===== src/rtl/ppu_pkg.sv =====
// ppu_pkg: shared types and constants for the PPU scanline-prep logic.
//   prep_state_t : prep sequencer FSM states
//   ENG_BG/ENG_FG: engine index constants (which tile engine owns VRAM)
//   prep_owner() : maps a sequencer state to the engine granted the VRAM ports
package ppu_pkg;

    typedef enum logic [1:0] {
        ST_IDLE   = 2'd0,
        ST_BG_RUN = 2'd1,
        ST_FG_RUN = 2'd2,
        ST_FINISH = 2'd3
    } prep_state_t;

    localparam logic ENG_BG = 1'b0;
    localparam logic ENG_FG = 1'b1;

    // The fg engine owns VRAM only while it is prepping; bg is the default owner.
    function automatic logic prep_owner(input prep_state_t st);
        logic owner;
        case (st)
            ST_FG_RUN: owner = ENG_FG;
            default:   owner = ENG_BG;
        endcase
        return owner;
    endfunction

endpackage


===== src/rtl/prep_watchdog.sv =====
// prep_watchdog: per-engine prep watchdog for tileng_prep_sequencer.
// Only exists when PPU_PREP_TIMEOUT_EN is defined.
// Ports:
//   clk, rst_n  : clock, asynchronous active-low reset
//   clear_i     : restart the count (asserted alongside each prep pulse)
//   run_i       : an engine is prepping, count this cycle
//   expired_o   : count has reached TIMEOUT_CYCLES while running
`ifdef PPU_PREP_TIMEOUT_EN
module prep_watchdog #(
    parameter int TIMEOUT_CYCLES = 1023
) (
    input  logic clk,
    input  logic rst_n,
    input  logic clear_i,
    input  logic run_i,
    output logic expired_o
);

    localparam int CW_RAW = $clog2(TIMEOUT_CYCLES + 1);
    localparam int CW     = (CW_RAW < 10) ? 10 : CW_RAW;
    localparam logic [CW-1:0] LIMIT = CW'(TIMEOUT_CYCLES);

    logic [CW-1:0] cnt_q;
    logic [CW-1:0] cnt_d;

    // Next count: clear wins, saturate at the limit so it never wraps.
    always_comb begin
        cnt_d = cnt_q;
        if (clear_i) begin
            cnt_d = {CW{1'b0}};
        end else if (run_i && (cnt_q != LIMIT)) begin
            cnt_d = cnt_q + {{(CW-1){1'b0}}, 1'b1};
        end else begin
            cnt_d = cnt_q;
        end
    end

    // Counter register.
    always_ff @(posedge clk or negedge rst_n) begin
        if (!rst_n) begin
            cnt_q <= {CW{1'b0}};
        end else begin
            cnt_q <= cnt_d;
        end
    end

    assign expired_o = run_i && (cnt_q == LIMIT);

endmodule
`endif


===== src/rtl/tileng_prep_sequencer.sv =====
// tileng_prep_sequencer: per-scanline controller that runs the BG then FG
// tile engine row-prep, muxes their addresses onto the shared Tile-RAM and
// Pattern-RAM read ports, latches scroll registers at VBLANK and flags when
// a row is ready.
// Optional feature macro: PPU_PREP_TIMEOUT_EN (per-engine prep watchdog).
// Ports:
//   clk, rst_n                      clock, async active-low reset
//   row_start                       pulse: start prep for next scanline
//   vblank                          vertical blanking level
//   bg/fg_scroll_in -> bg/fg_scroll shadow -> active scroll values
//   bg_prep, fg_prep                one-cycle prep pulses to the engines
//   bg_done, fg_done                one-cycle done pulses from the engines
//   bg/fg_tilram_addr, bg/fg_patram_addr  engine VRAM addresses
//   tilram_addr, patram_addr        shared VRAM read-port addresses
//   busy, row_ready                 sequence in flight / both layers ready
//   overrun, timeout                sticky error flags, cleared at vblank rise
module tileng_prep_sequencer
    import ppu_pkg::*;
#(
    parameter int TIMEOUT_CYCLES = 1023
) (
    input  logic        clk,
    input  logic        rst_n,
    input  logic        row_start,
    input  logic        vblank,
    input  logic [31:0] bg_scroll_in,
    input  logic [31:0] fg_scroll_in,
    output logic [31:0] bg_scroll,
    output logic [31:0] fg_scroll,
    output logic        bg_prep,
    output logic        fg_prep,
    input  logic        bg_done,
    input  logic        fg_done,
    input  logic [10:0] bg_tilram_addr,
    input  logic [10:0] fg_tilram_addr,
    input  logic [11:0] bg_patram_addr,
    input  logic [11:0] fg_patram_addr,
    output logic [10:0] tilram_addr,
    output logic [11:0] patram_addr,
    output logic        busy,
    output logic        row_ready,
    output logic        overrun,
    output logic        timeout
);

    prep_state_t state_q, state_d;
    logic        bg_prep_q, bg_prep_d;
    logic        fg_prep_q, fg_prep_d;
    logic        row_ready_q, row_ready_d;
    logic        busy_q, busy_d;
    logic        overrun_q, overrun_d;
    logic        timeout_q, timeout_d;
    logic        latch_pend_q, latch_pend_d;
    logic [31:0] bg_scroll_q, bg_scroll_d;
    logic [31:0] fg_scroll_q, fg_scroll_d;
    logic        vblank_q;
    logic        vb_rise_s;
    logic        wd_expired_s;

    assign vb_rise_s = vblank && !vblank_q;

`ifdef PPU_PREP_TIMEOUT_EN
    logic wd_clear_s;
    logic wd_run_s;

    // The count restarts on the same edge that issues a prep pulse, so the
    // engine gets exactly TIMEOUT_CYCLES cycles counted from its prep cycle.
    assign wd_clear_s = bg_prep_d || fg_prep_d;
    assign wd_run_s   = (state_q == ST_BG_RUN) || (state_q == ST_FG_RUN);

    prep_watchdog #(
        .TIMEOUT_CYCLES(TIMEOUT_CYCLES)
    ) u_prep_watchdog (
        .clk       (clk),
        .rst_n     (rst_n),
        .clear_i   (wd_clear_s),
        .run_i     (wd_run_s),
        .expired_o (wd_expired_s)
    );
`else
    logic [31:0] unused_timeout_cfg_s;
    assign unused_timeout_cfg_s = 32'(TIMEOUT_CYCLES);
    assign wd_expired_s         = 1'b0;
`endif

    // Next-state, pulse generation, sticky flags and scroll latch.
    always_comb begin
        state_d      = state_q;
        bg_prep_d    = 1'b0;
        fg_prep_d    = 1'b0;
        row_ready_d  = 1'b0;
        overrun_d    = overrun_q;
        timeout_d    = timeout_q;
        latch_pend_d = latch_pend_q;
        bg_scroll_d  = bg_scroll_q;
        fg_scroll_d  = fg_scroll_q;

        // Flags clear at vblank rise; a same-cycle event below re-sets them.
        if (vb_rise_s) begin
            overrun_d = 1'b0;
            timeout_d = 1'b0;
        end else begin
            overrun_d = overrun_q;
            timeout_d = timeout_q;
        end

        case (state_q)
            ST_IDLE: begin
                if (row_start) begin
                    state_d   = ST_BG_RUN;
                    bg_prep_d = 1'b1;
                end else begin
                    state_d = ST_IDLE;
                end
            end
            ST_BG_RUN: begin
                // A real done in the expiry cycle counts as normal completion.
                if (bg_done) begin
                    state_d   = ST_FG_RUN;
                    fg_prep_d = 1'b1;
                end else if (wd_expired_s) begin
                    state_d   = ST_FG_RUN;
                    fg_prep_d = 1'b1;
                    timeout_d = 1'b1;
                end else begin
                    state_d = ST_BG_RUN;
                end
            end
            ST_FG_RUN: begin
                if (fg_done) begin
                    state_d     = ST_FINISH;
                    row_ready_d = 1'b1;
                end else if (wd_expired_s) begin
                    state_d     = ST_FINISH;
                    row_ready_d = 1'b1;
                    timeout_d   = 1'b1;
                end else begin
                    state_d = ST_FG_RUN;
                end
            end
            ST_FINISH: begin
                state_d = ST_IDLE;
            end
            default: begin
                state_d = ST_IDLE;
            end
        endcase

        // FINISH counts as busy, so a start on the way back to IDLE is dropped.
        if (row_start && (state_q != ST_IDLE)) begin
            overrun_d = 1'b1;
        end else begin
            overrun_d = overrun_d;
        end

        // Scroll only moves while idle, keeping it stable across a whole prep.
        if ((state_q == ST_IDLE) && latch_pend_q) begin
            bg_scroll_d  = bg_scroll_in;
            fg_scroll_d  = fg_scroll_in;
            latch_pend_d = 1'b0;
        end else begin
            bg_scroll_d  = bg_scroll_q;
            fg_scroll_d  = fg_scroll_q;
        end

        if (vb_rise_s) begin
            latch_pend_d = 1'b1;
        end else begin
            latch_pend_d = latch_pend_d;
        end

        busy_d = (state_d != ST_IDLE);
    end

    // State and output registers.
    always_ff @(posedge clk or negedge rst_n) begin
        if (!rst_n) begin
            state_q      <= ST_IDLE;
            bg_prep_q    <= 1'b0;
            fg_prep_q    <= 1'b0;
            row_ready_q  <= 1'b0;
            busy_q       <= 1'b0;
            overrun_q    <= 1'b0;
            timeout_q    <= 1'b0;
            latch_pend_q <= 1'b0;
            bg_scroll_q  <= 32'h0000_0000;
            fg_scroll_q  <= 32'h0000_0000;
            vblank_q     <= 1'b0;
        end else begin
            state_q      <= state_d;
            bg_prep_q    <= bg_prep_d;
            fg_prep_q    <= fg_prep_d;
            row_ready_q  <= row_ready_d;
            busy_q       <= busy_d;
            overrun_q    <= overrun_d;
            timeout_q    <= timeout_d;
            latch_pend_q <= latch_pend_d;
            bg_scroll_q  <= bg_scroll_d;
            fg_scroll_q  <= fg_scroll_d;
            vblank_q     <= vblank;
        end
    end

    // VRAM grant follows the registered state so it switches with the prep pulse.
    always_comb begin
        if (prep_owner(state_q) == ENG_FG) begin
            tilram_addr = fg_tilram_addr;
            patram_addr = fg_patram_addr;
        end else begin
            tilram_addr = bg_tilram_addr;
            patram_addr = bg_patram_addr;
        end
    end

    assign bg_prep   = bg_prep_q;
    assign fg_prep   = fg_prep_q;
    assign row_ready = row_ready_q;
    assign busy      = busy_q;
    assign overrun   = overrun_q;
    assign timeout   = timeout_q;
    assign bg_scroll = bg_scroll_q;
    assign fg_scroll = fg_scroll_q;

endmodule

===== config.mk =====
export PLATFORM = sky130hd
export DESIGN_NAME = tileng_prep_sequencer
export DESIGN_NICKNAME = d
export VERILOG_FILES = /design/src/rtl/ppu_pkg.sv /design/src/rtl/prep_watchdog.sv /design/src/rtl/tileng_prep_sequencer.sv
export SDC_FILE = /design/constraint.sdc
export NUM_CORES = 1
export LEC_CHECK = 0
export ABC_AREA = 1
export BUFFER_PORTS_ARGS = -buffer_cell sky130_fd_sc_hd__buf_2
export CORE_MARGIN = 10
export CORE_UTILIZATION = 40
export CTS_CLUSTER_DIAMETER = 150
export DETAILED_ROUTE_END_ITERATION = 10
export PLACE_DENSITY_LB_ADDON = 0.12
export SLEW_MARGIN = 25
export SYNTH_ARGS = -nofsm -noshare
export SYNTH_HDL_FRONTEND = slang
export SYNTH_SLANG_ARGS = --single-unit

===== constraint.sdc =====
create_clock -name clk -period 1.4 [get_ports clk]
set_input_delay 0 -clock clk [delete_from_list [all_inputs] [get_ports clk]]
set_output_delay 0 -clock clk [all_outputs]
set_load 0.02 [all_outputs]

## Word-level counts from Yosys, hierarchy flattened

Cells that the tools add are included.

- Flip-flop bits (word level): 73
- Output and inout port bits: 93
- Logic and storage cells: 39

- Eq/ne operators: 3
- Mux-type cells: 17
- Reductions and logical operators: 9

Operator list:

| cell | number |
|---|---|
| $mux W1 | 13 |
| $mux W12 | 1 |
| $mux W11 | 1 |
| $pmux W2 S4 | 1 |
| $reduce_bool A2 Y1 | 4 |
| $eq A2 B2 Y1 const B | 2 |
| $logic_and A1 B1 Y1 | 3 |
| $eq A2 B1 Y1 const B | 1 |
| $logic_not A2 Y1 | 1 |
| $mux W2 | 1 |
| $logic_not A1 Y1 | 1 |

## Depth between registers and ports, before layout

Gate-level depths: netlist of the first run.

- Depth in word-level cells: 4
- Depth in mapped cells: 6
- Depth with buffers taken out: 5

## Worst setup path before layout of the first run

No wires, ideal clock.

- Path type: flip-flop to flip-flop
- From: register state_q[0]
- To: register bg_scroll_q[0], in the netlist bg_scroll[0]
- Library setup time: 0.116 ns
- Arrival time: 0.968 ns
- Slack: 0.316 ns
- Cell stages (with the launch flop): 7
- Path buffers: 2
- Cells stage by stage: dfrtp_1 nor2_2 nand2_2 buf_6 buf_6 nand2_1 nand2_1

- Longest elaborated chain between the ends: 2

RTL lines:

| element | RTL line | RTL |
|---|---|---|
| start: declaration | tileng_prep_sequencer.sv:46 | `prep_state_t state_q, state_d;` |
| start signal: assignment | tileng_prep_sequencer.sv:190 | `state_q <= state_d;` |
| $logic_not A2 Y1 | tileng_prep_sequencer.sv:157 | `if ((state_q == ST_IDLE) && latch_pend_q) begin` |
| $logic_and A1 B1 Y1 | tileng_prep_sequencer.sv:157 |  |
| end signal: assignment | tileng_prep_sequencer.sv:198 | `bg_scroll_q <= bg_scroll_d;` |
| end: declaration | tileng_prep_sequencer.sv:54 | `logic [31:0] bg_scroll_q, bg_scroll_d;` |

No other way between the ends.
A chain may end at the register's enable or synchronous reset.

## Worst setup path in the final report of the first run

- From: register state_q[1]
- To: output tilram_addr[2]

- Longest elaborated chain between the ends: 3

RTL lines:

| element | RTL line | RTL |
|---|---|---|
| $eq A2 B2 Y1 | ppu_pkg.sv:20 | `case (st)` |
| $mux W1 | ppu_pkg.sv:20 |  |
| $mux W11 | tileng_prep_sequencer.sv:206 | `if (prep_owner(state_q) == ENG_FG) begin` |
| end: declaration | tileng_prep_sequencer.sv:38 | `output logic [10:0] tilram_addr,` |

No other way between the ends.

==> results.cfg, run 1 <==
[status]
status = finished, violations left
violations = negative setup slack

[sta]
whs_ps = 140
timing.final.crit_share_pct = 101
finalWorstSetupSlack_ps = -10.1
skew_ps = 5.66
slew_violations = 0
grt_setup_unrepaired = true
finalHoldViolCount = 0
min_period_ps = 1410
fmax_mhz = 709
setup_viol = 8

[drt]
detail-route-antenna-nets = 0
vias = 3628
vias_per_cell = 4.67
post_drt_wl_per_cell_um = 16.1
drt-initial-drc-count = 125
firstDrtPassIters = 4
wl_um = 12500
drc = 0

[worst_setup_path]
cp-start-kind = flip-flop
slowest_delay_ps = 450
endpoint_kind = output port
crit_chain = buf_12 -> nand2_8 -> buf_12 -> nand2_2 -> nand2_2 -> buf_6
cp.arrival_ps = 1410
path_class = reg2out
critPathBufInv = 3
cp.required_ps = 1400
crit_slowest_cell = dfrtp_2
reg2reg_slack_ps = 100
crit_family = flip-flops
path_max_fanout = 7

[global_route]
grt_pass1_vias = 3769
grt_pass1_wl_um = 18400
antenna_found_initial = 0
grt_overflow = 0
grt_max_degree = 43
gr-usage-all-layers_pct = 19.6

[layout]
final_cell_area_um2 = 5640
syn2layout_area_growth_pct = 80.9
fin_cells = 777
nNetsFinal = 785
drive_above_1_share_pct = 41.5

[synthesis]
seq_area_frac_synth_pct = 58.6
synthAdderAreaFrac_pct = 0
synth.net_count = 498
ys_types = 15
synth_area_leaders = dfrtp_1 59%, nand2_1 30%, nand3_1 4.0%
avgSynthCellArea_um2 = 8.16
synth_seq_cells = 73
yosys.area_share.simple_pct = 34.4
yosys.area.top_type_share_pct = 58.6
yosysTopAreaCell = dfrtp_1
synth_mux_area_share_pct = 0
syn_inst = 382
yosys.area_share.xor_xnor_pct = 0
ys_warn_count = 0
synth_top_family_by_area = simple AND/OR/NAND/NOR gates
synthesis.area_um2 = 3120
synth_compound_area_share_pct = 0.321

[clock_network]
cts.sinks = 73
cts_tree = yes
clkTransAtPathRegs_ps = 80
root_buffer = clkbuf_8
htree_levels = 3
numCtsBuffers = 9
clock_latency_ps = 340
clockBufferDepth = 2

[die]
die_y_um = 108
num_rows = 32
die_w_um = 108
die_area_um2 = 11700
core_region_area_um2 = 7650
initial_core_util_pct = 40.8
io_pins = 209

[power_and_ir_drop]
powerDensity_nw_per_um2 = 2190
vdd_drop_max_v = 0.00134
total_power_mw = 12.3
leakagePower_nw = 3.20

[placed_design]
place.gp.congestion = 0.801
dpl.hpwl_um = 8100
place_area_um2 = 4230
post-place-ws_ps = 157
place_inst = 679
io_buffers = 207

[min_path]
holdCritPathClass = in2async

[run]
drv_cap = 0
-- report_power, final --
group / switching, mW / internal [mW] / leakage (nW) / total [mW]
combinational: 4.25 / 2.82 / 2.21 / 7.08
sequential: 0.535 / 3.12 / 0.897 / 3.66
clock: 0.777 / 0.829 / 0.0929 / 1.61
-- worst reg2reg max path, stage by stage, from the launching register on --
cell,delay (ps)
dfrtp_2,450
buf_4,160
nor2_2,110
nand2_2,110
buf_8,210
nand2_1,120
nand2_1,50
-- per-layer routing --
layer	global-route usage [%]	up-vias	share of wire [%]
li1	-	1728	-
met1	20.5	1677	35
met2	33.4	191	51
met3	7.79	32	11
met4	9.79	0	3.2
met5	0	-	0
-- cell type report --
cell class	count	area, um2
Sequential cell	73	1830
Timing Repair Buffer	297	2220
Fill cell	565	2010
Clock buffer	10	128
Inverter	9	41.3
Antenna cell	1	2.50
Tap cell	102	128
Clock inverter	6	67.6
Multi-Input combinational cell	279	1220
-- synthesized netlist by cell type --
cell        n
nor2_1      1
o21ai_0     2
inv_1       7
inv_2       2
conb_1      1
nor2_2      1
clkbuf_1    2
dfrtp_1    73
buf_6       7
nand3_1    25
nor3_1      1
nand2_1   247
buf_4       9
buf_2       3
nand2_2     1
-- cells in the final DEF, fill, tap and decap left out, types with 2 or more instances in the layout --
cell type,n
dlygate4sd3_1,69
nand3_2,4
buf_6,24
buf_8,2
o21ai_0,2
clkinv_4,2
nand2_1,219
nand2_2,22
nand3_1,21
buf_12,8
clkbuf_8,9
buf_4,7
clkbuf_16,3
buf_2,183
inv_1,7
clkinvlp_4,2
dfrtp_1,72
nand2_4,6
-- final timing paths --
path,from,end,cells after the start
setup / recovery,state_q[1]$_DFF_PN0_,tilram_addr[2],6
hold / removal,rst_n,fg_scroll[29]$_DFFE_PN0P_,2
setup reg to reg,state_q[1]$_DFF_PN0_,fg_scroll[5]$_DFFE_PN0P_,6
hold reg to reg,fg_scroll[19]$_DFFE_PN0P_,fg_scroll[19]$_DFFE_PN0P_,2
max in group asynchronous,rst_n,fg_scroll[10]$_DFFE_PN0P_,3
min in group clk,bg_tilram_addr[4],tilram_addr[4],4
-- repair_timing --
action                                 in CTS  in global routing
hold buffers                               69                  0
resized for setup                          40                 63
buffers inserted                            6                  1
pin swaps                                   1                  7
setup endpoints to repair                  23                 86
endpoints found under the hold margin     125                  0
cloned                                      2                  3
-- metrics by stage --
step	utilization [%]	setup TNS, ps
floorplan	-	0
global placement	55.3	0
detailed placement	55.3	0
CTS	69.7	-65.9
global route	73.7	-1280
finish	73.7	-31.5
-- sequential cells by signal, summed over array words and instances (netlist names) --
signal        count
overrun           1
bg_scroll        32
bg_prep           1
state_q           2
vblank_q          1
fg_scroll        32
latch_pend_q      1
row_ready         1
busy              1
fg_prep           1
-- logic make-up (layout without fill, tap and decap cells) --
kind of cell           count (synthesis)  count (layout)
buffers and inverters                 30             322
flip-flops                            73              73
other                                  1               2
AND/OR/NAND/NOR                      276             276
AO/OA/AOI/OAI                          2               2
Note: power is estimated with default switching activity, not from simulation.
==> run 2: changes to the inputs <==
Settings changed: SETUP_SLACK_MARGIN from default to 0.02.
==> results.cfg, run 2 (synthesis gave the netlist of run 1 again) <==
[power_and_ir_drop]
p_clk_share_pct = 12.7
total_power_mw = 12.7
leakagePower_nw = 3.25
powerDensity_nw_per_um2 = 2200
pwr-share-comb_pct = 58.5
sw_frac_of_total_pct = 45.1
vdd_drop_max_v = 0.00134
power_switching_mw = 5.72
seqPwrFrac_pct = 28.8
internal_power_mw = 6.97

[worst_setup_path]
cp.required_ps = 1400
cp-start-kind = flip-flop
path_class = reg2out
reg2reg_slack_ps = 90
path_max_fanout = 5
endpoint_kind = output port
cp.arrival_ps = 1410

[sta]
setup_viol = 2
skew_ps = 6.80
finalHoldViolCount = 0
finalSetupTns_ps = -9.91
min_period_ps = 1410
whs_ps = 137
finalWorstSetupSlack_ps = -9.27
grt_setup_unrepaired = true
timing.final.crit_share_pct = 101
slew_violations = 0
fmax_mhz = 710

[global_route]
antenna_found_initial = 0
grt_overflow = 0
grt_pass1_wl_um = 18600
grt_pass1_vias = 3819
grt_max_degree = 43
gr-usage-all-layers_pct = 19.8

[clock_network]
htree_levels = 3
clockBufferDepth = 2
cts_tree = yes
numCtsBuffers = 9
clock_latency_ps = 340
cts.sinks = 73
clkTransAtPathRegs_ps = 80
root_buffer = clkbuf_8

[layout]
fin_cells = 781
drive_above_1_share_pct = 43.8
nNetsFinal = 789
utilization_pct = 75.4
layout_common_cells = 206 x nand2_1, 183 x buf_2, 72 x dfrtp_1
final_cell_area_um2 = 5770
final_common_cell = nand2_1
syn2layout_area_growth_pct = 85.0

[drt]
detail-route-antenna-nets = 0
vias_per_cell = 4.75
vias = 3706
firstDrtPassIters = 4
wl_um = 12900
drt-initial-drc-count = 164
drc = 0
post_drt_wl_per_cell_um = 16.6

[die]
initial_core_util_pct = 40.8
die_area_um2 = 11700
num_rows = 32
die_y_um = 108
core_region_area_um2 = 7650
die_w_um = 108
io_pins = 209

[placed_design]
place.gp.congestion = 0.801
io_buffers = 207
place_inst = 679
place_area_um2 = 4230
dpl.hpwl_um = 8100
post-place-ws_ps = 157

[run]
drv_cap = 0

[min_path]
holdCritPathClass = in2async

[status]
status = finished, violations left
violations = negative setup slack
run 2: changes by cell type in the layout (fill, tap and decap cells not counted), sizes merged:
cell,change
buf,+4
clkinv,+1
inv,-1
run 2: final timing paths:
kind,from,endpoint,cells after the start
worst min register to register,fg_scroll[8]$_DFFE_PN0P_,fg_scroll[8]$_DFFE_PN0P_,2
max in group asynchronous,rst_n,bg_scroll[23]$_DFFE_PN0P_,3
worst min-delay path,rst_n,bg_scroll[0]$_DFFE_PN0P_,2
min in group clk,bg_patram_addr[10],patram_addr[10],4
worst max register to register,state_q[1]$_DFF_PN0_,bg_scroll[14]$_DFFE_PN0P_,6
worst max-delay path,state_q[1]$_DFF_PN0_,tilram_addr[10],5
run 2: routing by layer:
metal | part of all wire, % | track usage [%] | up-vias
met5 | 0 | 0 | -
met4 | 2.8 | 10.1 | 0
met3 | 11 | 8.09 | 28
met2 | 51 | 34.1 | 199
met1 | 35 | 20.4 | 1743
li1 | - | - | 1736
run 2: timing repair:
action                                 in CTS  in global routing
hold buffers                               69                  0
buffers inserted                            6                  2
cloned                                      4                  4
resized for setup                          48                 79
pin swaps                                   3                 11
setup endpoints to repair                  23                 87
endpoints found under the hold margin     125                  0
run 2: power by group through the flow:
stage	Sequential [mW]	Combinational (mW)	Clock, mW
floorplan	4.83	2.50	0
global placement	3.65	5.58	0
detailed placement	3.67	5.68	0
CTS	3.63	6.58	1.67
global route	3.77	8.03	1.77
finish	3.66	7.42	1.61
run 2: final cells by class:
| type | count | area, um2 |
|---|---|---|
| antenna | 1 | 2.50 |
| clock buffer | 10 | 128 |
| clock inverter | 6 | 67.6 |
| fill | 546 | 1880 |
| inverter | 9 | 43.8 |
| multi-input combinational | 279 | 1280 |
| sequential | 73 | 1830 |
| tap | 102 | 128 |
| timing repair buffer | 301 | 2280 |
run 2: worst max-delay path, stage by stage (launching register included):
cell and delay, ps:
dfrtp_2 450, buf_12 150, buf_4 130, nand3_1 140, nand2_4 70, buf_6 130
==> run 3: changes to the inputs <==
Settings changed: CELL_PAD_IN_SITES_DETAIL_PLACEMENT from default to 0, CELL_PAD_IN_SITES_GLOBAL_PLACEMENT from default to 1, CORE_UTILIZATION 40 to 28.
==> results.cfg, run 3 (synthesis gave the netlist of run 1 again) <==
[power_and_ir_drop]
seqPwrFrac_pct = 31.9
vdd_drop_max_v = 0.000918
total_power_mw = 11.5
sw_frac_of_total_pct = 46.5
leakagePower_nw = 3.10
power_switching_mw = 5.33
powerDensity_nw_per_um2 = 2140
pwr-share-comb_pct = 55.5
p_clk_share_pct = 12.6
internal_power_mw = 6.13

[min_path]
holdCritPathClass = in2async

[clock_network]
clkTransAtPathRegs_ps = 80
clock_latency_ps = 340
clockBufferDepth = 2
numCtsBuffers = 9
cts.sinks = 73
htree_levels = 3
cts_tree = yes
root_buffer = clkbuf_8

[global_route]
grt_max_degree = 50
grt_pass1_vias = 3687
antenna_found_initial = 1
grt_overflow = 0
gr-usage-all-layers_pct = 14.5
grt_pass1_wl_um = 18900

[sta]
timing.final.crit_share_pct = 96.9
min_period_ps = 1360
slew_violations = 0
finalHoldViolCount = 0
grt_setup_unrepaired = true
fmax_mhz = 737
skew_ps = 10.6
setup_viol = 0
finalSetupTns_ps = 0

[worst_setup_path]
cp-start-kind = flip-flop
endpoint_kind = output port
path_class = reg2out
cp.required_ps = 1400
crit_slowest_cell = dfrtp_1
slowest_delay_ps = 400
cp.arrival_ps = 1360
path_max_fanout = 12
reg2reg_slack_ps = 130
crit_chain = inv_2 -> nand2_4 -> buf_12 -> nand2_1 -> nand2_2 -> buf_6

[status]
status = complete, no violations

[drt]
wl_um = 12300
post_drt_wl_per_cell_um = 15.2
detail-route-antenna-nets = 0
drc = 0
vias_per_cell = 4.25
drt-initial-drc-count = 187
vias = 3432
firstDrtPassIters = 4

[die]
die_w_um = 126
initial_core_util_pct = 28.6
die_area_um2 = 15800
num_rows = 38
core_region_area_um2 = 10900
io_pins = 209
die_y_um = 126

[layout]
final_common_cell = nand2_1
syn2layout_area_growth_pct = 71.7
utilization_pct = 49.1
layout_common_cells = 245 x nand2_1, 194 x buf_2, 72 x dfrtp_1
drive_above_1_share_pct = 36.4
nNetsFinal = 778
regArea_um2 = 1830
fillers = 1069
multi_input_area_um2 = 1100

[placed_design]
place.gp.congestion = 0.775
dpl.hpwl_um = 8430
io_buffers = 207

[run]
drv_cap = 0
==> run 3: final timing paths <==
kind,depth (start not counted),startpoint,to
max,6,state_q[0]$_DFF_PN0_,tilram_addr[8]
min,2,rst_n,fg_scroll[7]$_DFFE_PN0P_
max reg2reg,7,state_q[1]$_DFF_PN0_,bg_scroll[24]$_DFFE_PN0P_
min reg2reg,2,bg_scroll[16]$_DFFE_PN0P_,bg_scroll[16]$_DFFE_PN0P_
max in group asynchronous,3,rst_n,fg_scroll[22]$_DFFE_PN0P_
min in group clk,4,bg_tilram_addr[4],tilram_addr[4]
==> run 3: cell type report <==
cell class | count | area share, %
Clock buffer | 10 | 2.39
Timing Repair Buffer | 290 | 38.0
Multi-Input combinational cell | 279 | 20.6
Inverter | 9 | 0.725
Clock inverter | 6 | 0.795
Sequential cell | 73 | 34.2
Tap cell | 140 | 3.27
Antenna cell | 1 | 0.0468
==> run 3: repair_timing <==
item                                    CTS  global route
setup buffers                             3             0
gates cloned                              1             3
hold endpoints to repair                109             0
resized for setup                        12            25
pin swaps                                 1             0
hold buffers                             69             0
endpoints found under the setup margin   23            87
==> run 3: metrics by stage <==
stage	setup slack (ps)	instance area, um2	hold WS (ps)	instances
3_3_place_gp	232	4270	-12.0	716
3_5_place_dp	164	4270	-14.8	716
2_1_floorplan	316	3120	-296	382
4_1_cts	25.5	5210	157	804
5_1_grt	-48.6	5350	167	808
6_report	43.6	5350	147	808
==> run 3: per-layer routing <==
| layer | track usage, % | share of wire, % | vias up |
|---|---|---|---|
| met1 | 17.1 | 41 | 1538 |
| met2 | 23.0 | 47 | 160 |
| met4 | 5.01 | 1.8 | 0 |
| li1 | - | - | 1716 |
| met3 | 6.55 | 11 | 18 |
| met5 | 0 | 0 | - |
==> run 3: power groups by stage <==
stage	Clock (mW)	Combinational [mW]	Sequential (mW)
after detailed placement	0	5.66	3.70
after floorplan	0	2.50	4.83
after global placement	0	5.61	3.69
after CTS	1.51	6.05	3.66
final	1.45	6.36	3.65
after global routing	1.61	7.06	3.78
==> run 3: critical path: cells and delay by family (launching register included) <==
family,cells,cell delay (ps)
buffers and inverters,3,400
flip-flops,1,400
AND/OR/NAND/NOR,3,220
